### config.mk
export PLATFORM = sky130hd
export DESIGN_NAME = btn_debounce_fsm
export DESIGN_NICKNAME = d
export VERILOG_FILES = /design/src/rtl/btn_pkg.sv /design/src/rtl/btn_sync.sv /design/src/rtl/btn_debounce_fsm.sv
export SDC_FILE = /design/constraint.sdc
export NUM_CORES = 1
export LEC_CHECK = 0
export CAP_MARGIN = 20
export CORE_AREA = 2 2 39 41
export CTS_CLUSTER_SIZE = 10
export DETAILED_ROUTE_END_ITERATION = 10
export DIE_AREA = 0 0 41 43
export GPL_TIMING_DRIVEN = 0
export PLACE_DENSITY = 0.72
export SYNTH_ARGS = -nofsm -noshare
export SYNTH_HDL_FRONTEND = slang
export SYNTH_SLANG_ARGS = --single-unit
### constraint.sdc
create_clock -name clk_100Mhz -period 1.4 [get_ports clk_100Mhz]
set_input_delay 0.42 -clock clk_100Mhz [delete_from_list [all_inputs] [get_ports clk_100Mhz]]
set_output_delay 0.42 -clock clk_100Mhz [all_outputs]
set_load 0.01 [all_outputs]
### src/rtl/btn_pkg.sv
// Shared types and default constants for the tick-driven button debouncer.
// The default build omits the long-press feature; see btn_debounce_fsm.
package btn_pkg;

  typedef enum logic [1:0] {
    IDLE_LO = 2'd0,
    WAIT_HI = 2'd1,
    IDLE_HI = 2'd2,
    WAIT_LO = 2'd3
  } state_t;

  localparam int DEB_TICKS_DEF  = 10;
  localparam int LONG_TICKS_DEF = 1000;

endpackage

### src/rtl/btn_sync.sv
// N-flop synchroniser for an asynchronous single-bit input.
// All stages reset to 0.
module btn_sync #(
  parameter int N = 2
) (
  input  logic clk,
  input  logic rst,
  input  logic d,
  output logic q
);

  logic [N-1:0] ff;

  always_ff @(posedge clk or posedge rst) begin
    if (rst) ff <= '0;
    else     ff <= {ff[N-2:0], d};
  end

  assign q = ff[N-1];

endmodule

### src/rtl/btn_debounce_fsm.sv
// Tick-qualified button debouncer with registered level and edge pulses.
// Define LONG_PRESS_EN to build the long-press detector.
module btn_debounce_fsm
  import btn_pkg::*;
#(
  parameter int DEB_TICKS   = DEB_TICKS_DEF,
  parameter int SYNC_STAGES = 2,
  parameter int LONG_TICKS  = LONG_TICKS_DEF
) (
  input  logic clk_100Mhz,
  input  logic rst,
  input  logic tick,
  input  logic btn_raw,
  output logic btn_level,
  output logic btn_press,
  output logic btn_release,
  output logic long_press
);

  localparam int CW = $clog2(DEB_TICKS + 1);
  localparam logic [CW-1:0] LAST = CW'(DEB_TICKS - 1);

  logic          s;
  state_t        state, state_n;
  logic [CW-1:0] cnt, cnt_n;
  logic          level_n, press_n, release_n;

  btn_sync #(.N(SYNC_STAGES)) u_sync (
    .clk (clk_100Mhz),
    .rst (rst),
    .d   (btn_raw),
    .q   (s)
  );

  always_ff @(posedge clk_100Mhz or posedge rst) begin
    if (rst) begin
      state       <= IDLE_LO;
      cnt         <= '0;
      btn_level   <= 1'b0;
      btn_press   <= 1'b0;
      btn_release <= 1'b0;
    end else begin
      state       <= state_n;
      cnt         <= cnt_n;
      btn_level   <= level_n;
      btn_press   <= press_n;
      btn_release <= release_n;
    end
  end

  // A reverted input beats a coincident tick.
  always_comb begin
    state_n   = state;
    cnt_n     = cnt;
    level_n   = btn_level;
    press_n   = 1'b0;
    release_n = 1'b0;
    unique case (state)
      IDLE_LO: if (s) begin
        state_n = WAIT_HI;
        cnt_n   = '0;
      end
      WAIT_HI: begin
        if (!s) begin
          state_n = IDLE_LO;
          cnt_n   = '0;
        end else if (tick) begin
          if (cnt == LAST) begin
            state_n = IDLE_HI;
            cnt_n   = '0;
            level_n = 1'b1;
            press_n = 1'b1;
          end else begin
            cnt_n = cnt + 1'b1;
          end
        end
      end
      IDLE_HI: if (!s) begin
        state_n = WAIT_LO;
        cnt_n   = '0;
      end
      WAIT_LO: begin
        if (s) begin
          state_n = IDLE_HI;
          cnt_n   = '0;
        end else if (tick) begin
          if (cnt == LAST) begin
            state_n   = IDLE_LO;
            cnt_n     = '0;
            level_n   = 1'b0;
            release_n = 1'b1;
          end else begin
            cnt_n = cnt + 1'b1;
          end
        end
      end
      default: begin
        state_n = IDLE_LO;
        cnt_n   = '0;
      end
    endcase
  end

`ifdef LONG_PRESS_EN
  localparam int LW = $clog2(LONG_TICKS + 1);
  localparam logic [LW-1:0] LLAST = LW'(LONG_TICKS - 1);

  logic [LW-1:0] lcnt, lcnt_n;
  logic          fired, fired_n, long_n;

  always_ff @(posedge clk_100Mhz or posedge rst) begin
    if (rst) begin
      lcnt       <= '0;
      fired      <= 1'b0;
      long_press <= 1'b0;
    end else begin
      lcnt       <= lcnt_n;
      fired      <= fired_n;
      long_press <= long_n;
    end
  end

  // fired keeps the saturated counter from pulsing twice per press.
  always_comb begin
    lcnt_n  = lcnt;
    fired_n = fired;
    long_n  = 1'b0;
    if (state != IDLE_HI || state_n != IDLE_HI) begin
      lcnt_n  = '0;
      fired_n = 1'b0;
    end else if (tick && !fired) begin
      if (lcnt == LLAST) begin
        long_n  = 1'b1;
        fired_n = 1'b1;
      end else begin
        lcnt_n = lcnt + 1'b1;
      end
    end
  end
`else
  assign long_press = 1'b0;
`endif

endmodule

; After elaboration in Yosys (flattened, before gate mapping)
; Cells that the tools add are included.
[word_totals]
out_inout_bits = 4
reg_bits = 11
word_cells = 57
input_bits = 4
[op_classes]
eq_ne = 16
muxes = 29
n_addsub = 1
n_reduce_logical = 5
[ops]
columns = operator, count
row1 = 4-bit 2-to-1 mux, 6
row2 = 2-bit 2-to-1 mux, 8
row3 = 4-bit one-hot mux with 4 select lines, 1
row4 = 1-bit 2-to-1 mux, 12
row5 = "2-bit != test, second input constant", 6
row6 = 2-bit one-hot mux with 4 select lines, 1
row7 = 7-bit AND reduction, 1
row8 = "3-bit by 2-bit != test with 1-bit output, second input constant", 2
row9 = "3-bit != test, second input constant", 2
row10 = 6-bit AND reduction, 1
row11 = "4-bit by 1-bit adder with 4-bit output, second input constant", 1
row12 = "2-bit equality test, second input constant", 2
row13 = "4-bit equality test, second input constant", 1
row14 = "2-bit by 1-bit != test with 1-bit output, second input constant", 2
row15 = "2-bit by 1-bit equality test with 1-bit output, second input constant", 1
row16 = 2-bit zero test, 1
row17 = 1-bit one-hot mux with 2 select lines, 1
row18 = 2-bit AND reduction, 1
row19 = 2-bit nonzero test, 1

; Logic depth before layout (Yosys ltp)
; Gate-level depths: netlist (run 1).
[depth]
word_depth = 5
mapped_depth = 5
depth_no_buf = 5

; By module
; A second synthesis (run 1) with hierarchy kept.
[unflattened]
cells_unflattened = 54
hier_area_um2 = 571.8
[modules_own_cells]
columns = module, area_per_inst_um2, cells_per_inst, seq_area_each_um2, n_inst
row1 = btn_debounce_fsm, 518.0, 51, 225.2, 1
row2 = btn_sync, 53.8, 3, 50.0, 1

; Worst setup path before layout (run 1)
; OpenSTA, ideal clock, no wires.
[synth_path]
path_kind = reg-to-reg
from = register cnt[1]
to = register (tool-made name)
path_slack_ns = 0.024
required_ns = 1.281
synth_period_minus_slack_ns = 1.376
setup_time_ns = 0.119
path_stages_with_launch = 6
arrival_time_ns = 1.257
n_path_buf = 0
path_cell_list = dfrtp_1 -> inv_1 -> ha_1 -> nand3b_4 -> or2_2 -> a21bo_2
[synth_rtl]
columns = element, line
row1 = "start, declared", btn_debounce_fsm.sv:25  ; logic [CW-1:0] cnt, cnt_n;
row2 = "start signal, assigned", btn_debounce_fsm.sv:44  ; cnt <= cnt_n;

; Final worst setup path (run 1)
[layout_path]
from = register btn_level
to = output btn_level
[layout_rtl]
columns = element, line
row1 = "start, declared", btn_debounce_fsm.sv:14  ; output logic btn_level,
row2 = "start signal, assigned", btn_debounce_fsm.sv:45  ; btn_level <= level_n;
; No word-level cell between the ends.

==> results_dict.tcl, run 1 <==
set metrics [dict create \
    outcome "finished clean" \
    yosysSeqAreaShare 0.507 \
    num_rows 14 \
    clkTransAtPathRegs_ns 0.07 \
    fp.dieH_um 43 \
    max_freq_mhz 733 \
    slew_violations 0 \
    cts_max_level 1 \
    crit_family "flip-flops" \
    cap_violations 0 \
    synth_mux_area_frac 0 \
    finalCriticalPeriod_ns 1.36 \
    syn_nets 54 \
    gp_congestion 0.841 \
    finalNonFillerCells 78 \
    die_w_um 41 \
    clockBufferDepth 2 \
    p_leak_nw 0.348 \
    arrival_ns 0.94 \
    syn_inst 48 \
    routed_wl_um 1000 \
    grt_pass1_vias 367 \
    cp_num_buf_inv 1 \
    ant_nets 0 \
    yosys_warnings 0 \
    insertion_delay_ns 0.26 \
    wl_met3_um 58 \
    dp_slack_ns -0.347 \
    wl_met1_um 430 \
    vias 430 \
    synth_xor_area_frac 0.0461 \
    wl_met2_um 499 \
    port_buffers 6 \
    ys_ff_latch 11 \
    start_kind "flop" \
    final_nets 69 \
    drc_errors 0 \
    synth_area_sq_um 543 \
    fin_crit_sh 0.975 \
    ys_types 28 \
    dp_cells 70 \
    synth_compound_area_frac 0.143 \
    layout-drive-gt1-share 0.355 \
    min_to "u_sync.ff[1]" \
    synth_fa_ha_area_frac 0.0461 \
    reg2reg_depth 5 \
    crit_type "flop to primary output" \
    cp_cell_sequence "dlygate4sd2_1" \
    area_growth_syn_to_layout_pct 33.9 \
    synth-simple-area-share 0.194 \
    synth_top_family_by_area "simple AND/OR/NAND/NOR gates" \
    numCtsBuffers 3 \
    clock_skew_ns 0.00159 \
    cellPowerDensity_nw_per_um2 1120 \
    fin_ws_ns 0.0357 \
    crit_path_max_fanout 3 \
    ios 8 \
    initialDrtViolationCount 11 \
    die-area_sq_um 1760 \
    grt_first_pass_wirelength_um 1610 \
    finalHoldViolCount 0 \
    first_pass_iters 5 \
    via_per_inst 5.51 \
    cts.sinks 11 \
    avgSynthCellArea_sq_um 11.3 \
    setup_viol 0 \
    max_stage_delay_ns 0.40 \
    cts_tree "yes" \
    coreArea_sq_um 1380 \
    required_ns 0.98 \
    hpwl_um 612 \
    grt_max_degree 12 \
    initial_core_util 0.392 \
    cpMaxStageDelayCell "dfrtp_1" \
    end_kind "primary output" \
    finalSetupTns_ns 0 \
    holdPathStages 0 \
    worstReg2RegStart "cnt[1]" \
    grtUsageTotal 0.136 \
    routed.top_layer "met4" \
    hold_path.class "flop to flop" \
    antenna_found_initial 0 \
    worst-r2r-setup-slack_ns 0.07 \
    wl_per_cell_um 12.9 \
    cts_root_buf "clkbuf_4" \
    min_from "u_sync.ff[0]" \
    hold_buffers 0 \
    antenna_cells 0 \
    gr-total-overflow 0 \
    peakVddDrop_mv 0.840 \
]
==> worst max-delay path by stage <==
stage                   start        end  slack, ns  cells past startpoint
floorplan              cnt[1]       flop       0.02                      5
global placement         tick       flop      -0.33                      4
detailed placement       tick  btn_level      -0.35                      4
CTS                    cnt[1]       flop     0.0005                      5
global route           cnt[0]     cnt[2]     -0.003                      5
finish              btn_level  btn_level       0.04                      1
==> synth_stat cells <==
library cell | instances | area share
nand3_1 | 1 | 0.0092
ha_1 | 2 | 0.046
o22ai_1 | 1 | 0.012
buf_2 | 1 | 0.0092
nand3b_4 | 1 | 0.037
a21bo_2 | 1 | 0.018
nand4_1 | 3 | 0.035
nand2b_1 | 1 | 0.012
o31ai_1 | 1 | 0.014
conb_1 | 1 | 0.0069
nor2_1 | 1 | 0.0069
a31oi_1 | 2 | 0.023
xor2_1 | 1 | 0.016
o211ai_1 | 1 | 0.014
inv_1 | 5 | 0.035
and2_1 | 1 | 0.012
and2_2 | 1 | 0.014
a22oi_1 | 1 | 0.014
o221ai_1 | 1 | 0.016
or3_1 | 1 | 0.012
buf_4 | 1 | 0.014
a41oi_1 | 2 | 0.032
xor2_2 | 1 | 0.030
nor3b_1 | 1 | 0.014
nand2_1 | 1 | 0.0069
dfrtp_1 | 11 | 0.51
or2_2 | 2 | 0.023
nand3b_1 | 1 | 0.014
==> layout by cell type (no fill, tap or decap), types with 2 or more instances in the layout <==
master / count
buf_4: 4
dfrtp_1: 10
dlygate4sd2_1: 4
nand4_1: 3
clkbuf_4: 3
a31oi_1: 2
clkdlybuf4s50_1: 2
inv_1: 4
a41oi_1: 2
==> layer usage <==
metal  global-route usage  vias up
met2                0.191       15
li1                     -      199
met1                0.173      212
met3               0.0576        4
met5                    0        -
met4               0.0667        0
==> kinds of logic (layout without fill, tap and decap cells) <==
group | after synthesis | count (layout)
AOI/OAI and AO/OA | 10 | 10
xor gates and xnor gates | 2 | 2
adders and majority gates | 2 | 2
buffers and inverters | 7 | 21
DFF | 11 | 11
other | 1 | 1
and+or+nand+nor | 15 | 15
==> registers in the layout, indices dropped and copies added (netlist names), named ones only <==
signal,cells
cnt,4
u_sync.ff,2
btn_level,1
btn_press,1
btn_release,1
state,1
==> area by class of cell <==
class	count	area [sq um]
fill	117	657
inverter	5	18.8
buffer	2	12.5
sequential	11	277
timing repair buffer	10	88.8
multi-input combinational	30	284
clock buffer	4	26.3
tap	16	20.0
==> power breakdown <==
part           internal [mW]  switching [mW]  leakage (nW)
sequential             0.353          0.0398         0.138
combinational          0.117          0.0905         0.195
clock                  0.110           0.104        0.0150
==> what timing repair did <==
item	CTS	global route
buffers inserted	4	0
gates resized for setup	7	9
setup endpoints to repair	7	6
pin swaps	2	2
==> stage by stage <==
step	power [mW]	hold WS (ns)	area, sq um	util
after CTS	0.766	0.356	687	0.496
after floorplan	0.491	0.272	543	-
final	0.815	0.354	727	0.525
after global routing	0.872	0.359	727	0.525
after global placement	0.523	0.336	623	0.450
after detailed placement	0.526	0.340	623	0.450
Note: power is estimated with default switching activity, not from simulation.
==> inputs of run 2 (changes only) <==
--- a/config.mk
+++ b/config.mk
@@ -10,8 +10,10 @@
 export CTS_CLUSTER_SIZE = 10
 export DETAILED_ROUTE_END_ITERATION = 10
 export DIE_AREA = 0 0 41 43
+export DONT_BUFFER_PORTS = 1
+export GPL_ROUTABILITY_DRIVEN = 0
 export GPL_TIMING_DRIVEN = 0
-export PLACE_DENSITY = 0.72
+export PLACE_DENSITY = 0.64
 export SYNTH_ARGS = -nofsm -noshare
 export SYNTH_HDL_FRONTEND = slang
 export SYNTH_SLANG_ARGS = --single-unit
==> run 2 against run 1 <==
Compared with the run above:
- utilization down 4.6 points
- clock power up 5%
- critical path depth up 4
- maximum frequency down 1.7%
- global-route usage up 1.9 points
- register-to-register slack worse by 0.06 ns
- combinational power down 12%
- non-clock buffer count down 6
- setup slack worse by 0.023 ns
- via count down 6.7%
- die area unchanged
- largest cell class unchanged
- largest power group unchanged
==> results_dict.tcl, run 2 (synthesis gave the netlist of run 1 again) <==
set metrics [dict create \
    outcome "finished clean" \
    hpwl_um 646 \
    dp_cells 64 \
    final_nets 63 \
    fp.dieH_um 43 \
    grt_first_pass_wirelength_um 1750 \
    fill_cells 129 \
    grt_pass1_vias 407 \
    clkTransAtPathRegs_ns 0.07 \
    final_common_cell "dfrtp_1" \
    cts_tree "yes" \
    coreArea_sq_um 1380 \
    cellPowerDensity_nw_per_um2 1210 \
    vias 401 \
    via_per_inst 5.57 \
    clockBufferDepth 2 \
    wl_met3_um 60 \
    numCtsBuffers 3 \
    first_pass_iters 4 \
    die_w_um 41 \
    top_regs "cnt: 4 flops, u_sync.ff: 2 flops" \
    wl_met1_um 386 \
    ant_nets 0 \
    clock_skew_ns 0.00295 \
    start_kind "flop" \
    routed_wl_um 996 \
    antenna_found_initial 0 \
    crit_type "flop to flop" \
    finalHoldViolCount 0 \
    gr-total-overflow 0 \
    required_ns 1.62 \
    worstReg2RegStart "cnt[1]" \
    finalSetupTns_ns 0 \
    grtUsageTotal 0.155 \
    port_buffers 0 \
    rsz0062_at_grt "true" \
    cts_root_buf "clkbuf_4" \
    routed.top_layer "met4" \
    end_kind "flop" \
    num_rows 14 \
    cpMaxStageDelayCell "or3_4" \
    crit_family "simple AND/OR/NAND/NOR gates" \
    die-area_sq_um 1760 \
    drc_errors 0 \
    initialDrtViolationCount 16 \
    cts_max_level 1 \
    ios 8 \
    cap_violations 0 \
    cp_cell_sequence "inv_2 > ha_4 > nand3b_4 > or3_4 > a21bo_4" \
    max_stage_delay_ns 0.42 \
    fin_crit_sh 0.991 \
    insertion_delay_ns 0.27 \
    grt_max_degree 12 \
    layout-drive-gt1-share 0.357 \
    hold_path.class "primary input to asynchronous set/reset pin" \
    p_leak_nw 0.319 \
    arrival_ns 1.60 \
    cp_num_buf_inv 1 \
    wl_per_cell_um 13.8 \
    crit_path_max_fanout 7 \
    cts.sinks 11 \
    largest-register "cnt" \
    largest_reg_flops 4 \
    finalNonFillerCells 72 \
    antenna_cells 0 \
    layout_common_cells "10 x dfrtp_1, 5 x buf_4, 4 x inv_1, 3 x nand4_1, 3 x clkbuf_4" \
    cp-startpoint "cnt[1]" \
    max_freq_mhz 721 \
    finalCriticalPeriod_ns 1.39 \
    slew_violations 0 \
    wl_met2_um 515 \
    initial_core_util 0.392 \
    peakVddDrop_mv 0.515 \
    setup_viol 0 \
    area_growth_syn_to_layout_pct 22.1 \
]
==> run 2: metrics by stage <==
step	setup slack (ns)	hold slack (ns)	cell area [sq um]	total power [mW]	util
CTS	0.0225	0.0354	624	0.800	0.451
floorplan	0.0243	0.272	543	0.491	-
finish	0.0127	0.0157	663	0.800	0.479
global route	-0.0303	0.0495	663	0.845	0.479
global placement	-0.0638	0.327	563	0.514	0.407
detailed placement	-0.0790	0.335	563	0.519	0.407
==> run 2: per-layer routing <==
layer | global-route usage | vias to the layer above
li1 | - | 187
met1 | 0.191 | 192
met2 | 0.209 | 18
met3 | 0.0419 | 4
met4 | 0.133 | 0
met5 | 0 | -
==> run 2: timing repair <==
action	in CTS	in global routing
resized for setup	5	4
pin swaps	0	2
setup buffers	2	2
hold buffers	0	0
setup endpoints to repair	4	5
==> run 2: final timing paths <==
path / endpoint / depth (start not counted) / slack [ns]
worst max-delay path: flop / 5 / 0.01
worst min-delay path: cnt[1] / 1 / 0.02
worst max register to register: flop / 5 / 0.01
worst min register to register: u_sync.ff[1] / 0 / 0.35
max in group asynchronous: asynchronous set/reset pin / 1 / 1.07
min in group clk_100Mhz: u_sync.ff[0] / 0 / 0.17
==> run 2: worst reg2reg max path: cells and delay by family, from the launching register on <==
| kind | cells | cell delay [ns] |
|---|---|---|
| AOI/OAI and AO/OA | 1 | 0.18 |
| DFF | 1 | 0.40 |
| buffers and inverters | 1 | 0.08 |
| adders and majority gates | 1 | 0.13 |
| and+or+nand+nor | 2 | 0.53 |
==> run 2: where the power goes <==
group | total (mW) | internal (mW) | switching (mW) | leakage (nW)
registers | 0.391 | 0.353 | 0.0379 | 0.138
logic | 0.184 | 0.0996 | 0.0847 | 0.166
clock network | 0.224 | 0.111 | 0.114 | 0.0150
total | 0.800 | 0.563 | 0.236 | 0.319
==> run 2: final cells by class <==
cell class	count	area [sq um]	area share
multi-input combinational	30	279	0.421
sequential	11	277	0.417
timing repair buffer	4	30.0	0.0453
clock buffer	4	26.3	0.0396
tap	16	20.0	0.0302
inverter	5	18.8	0.0283
buffer	2	12.5	0.0189
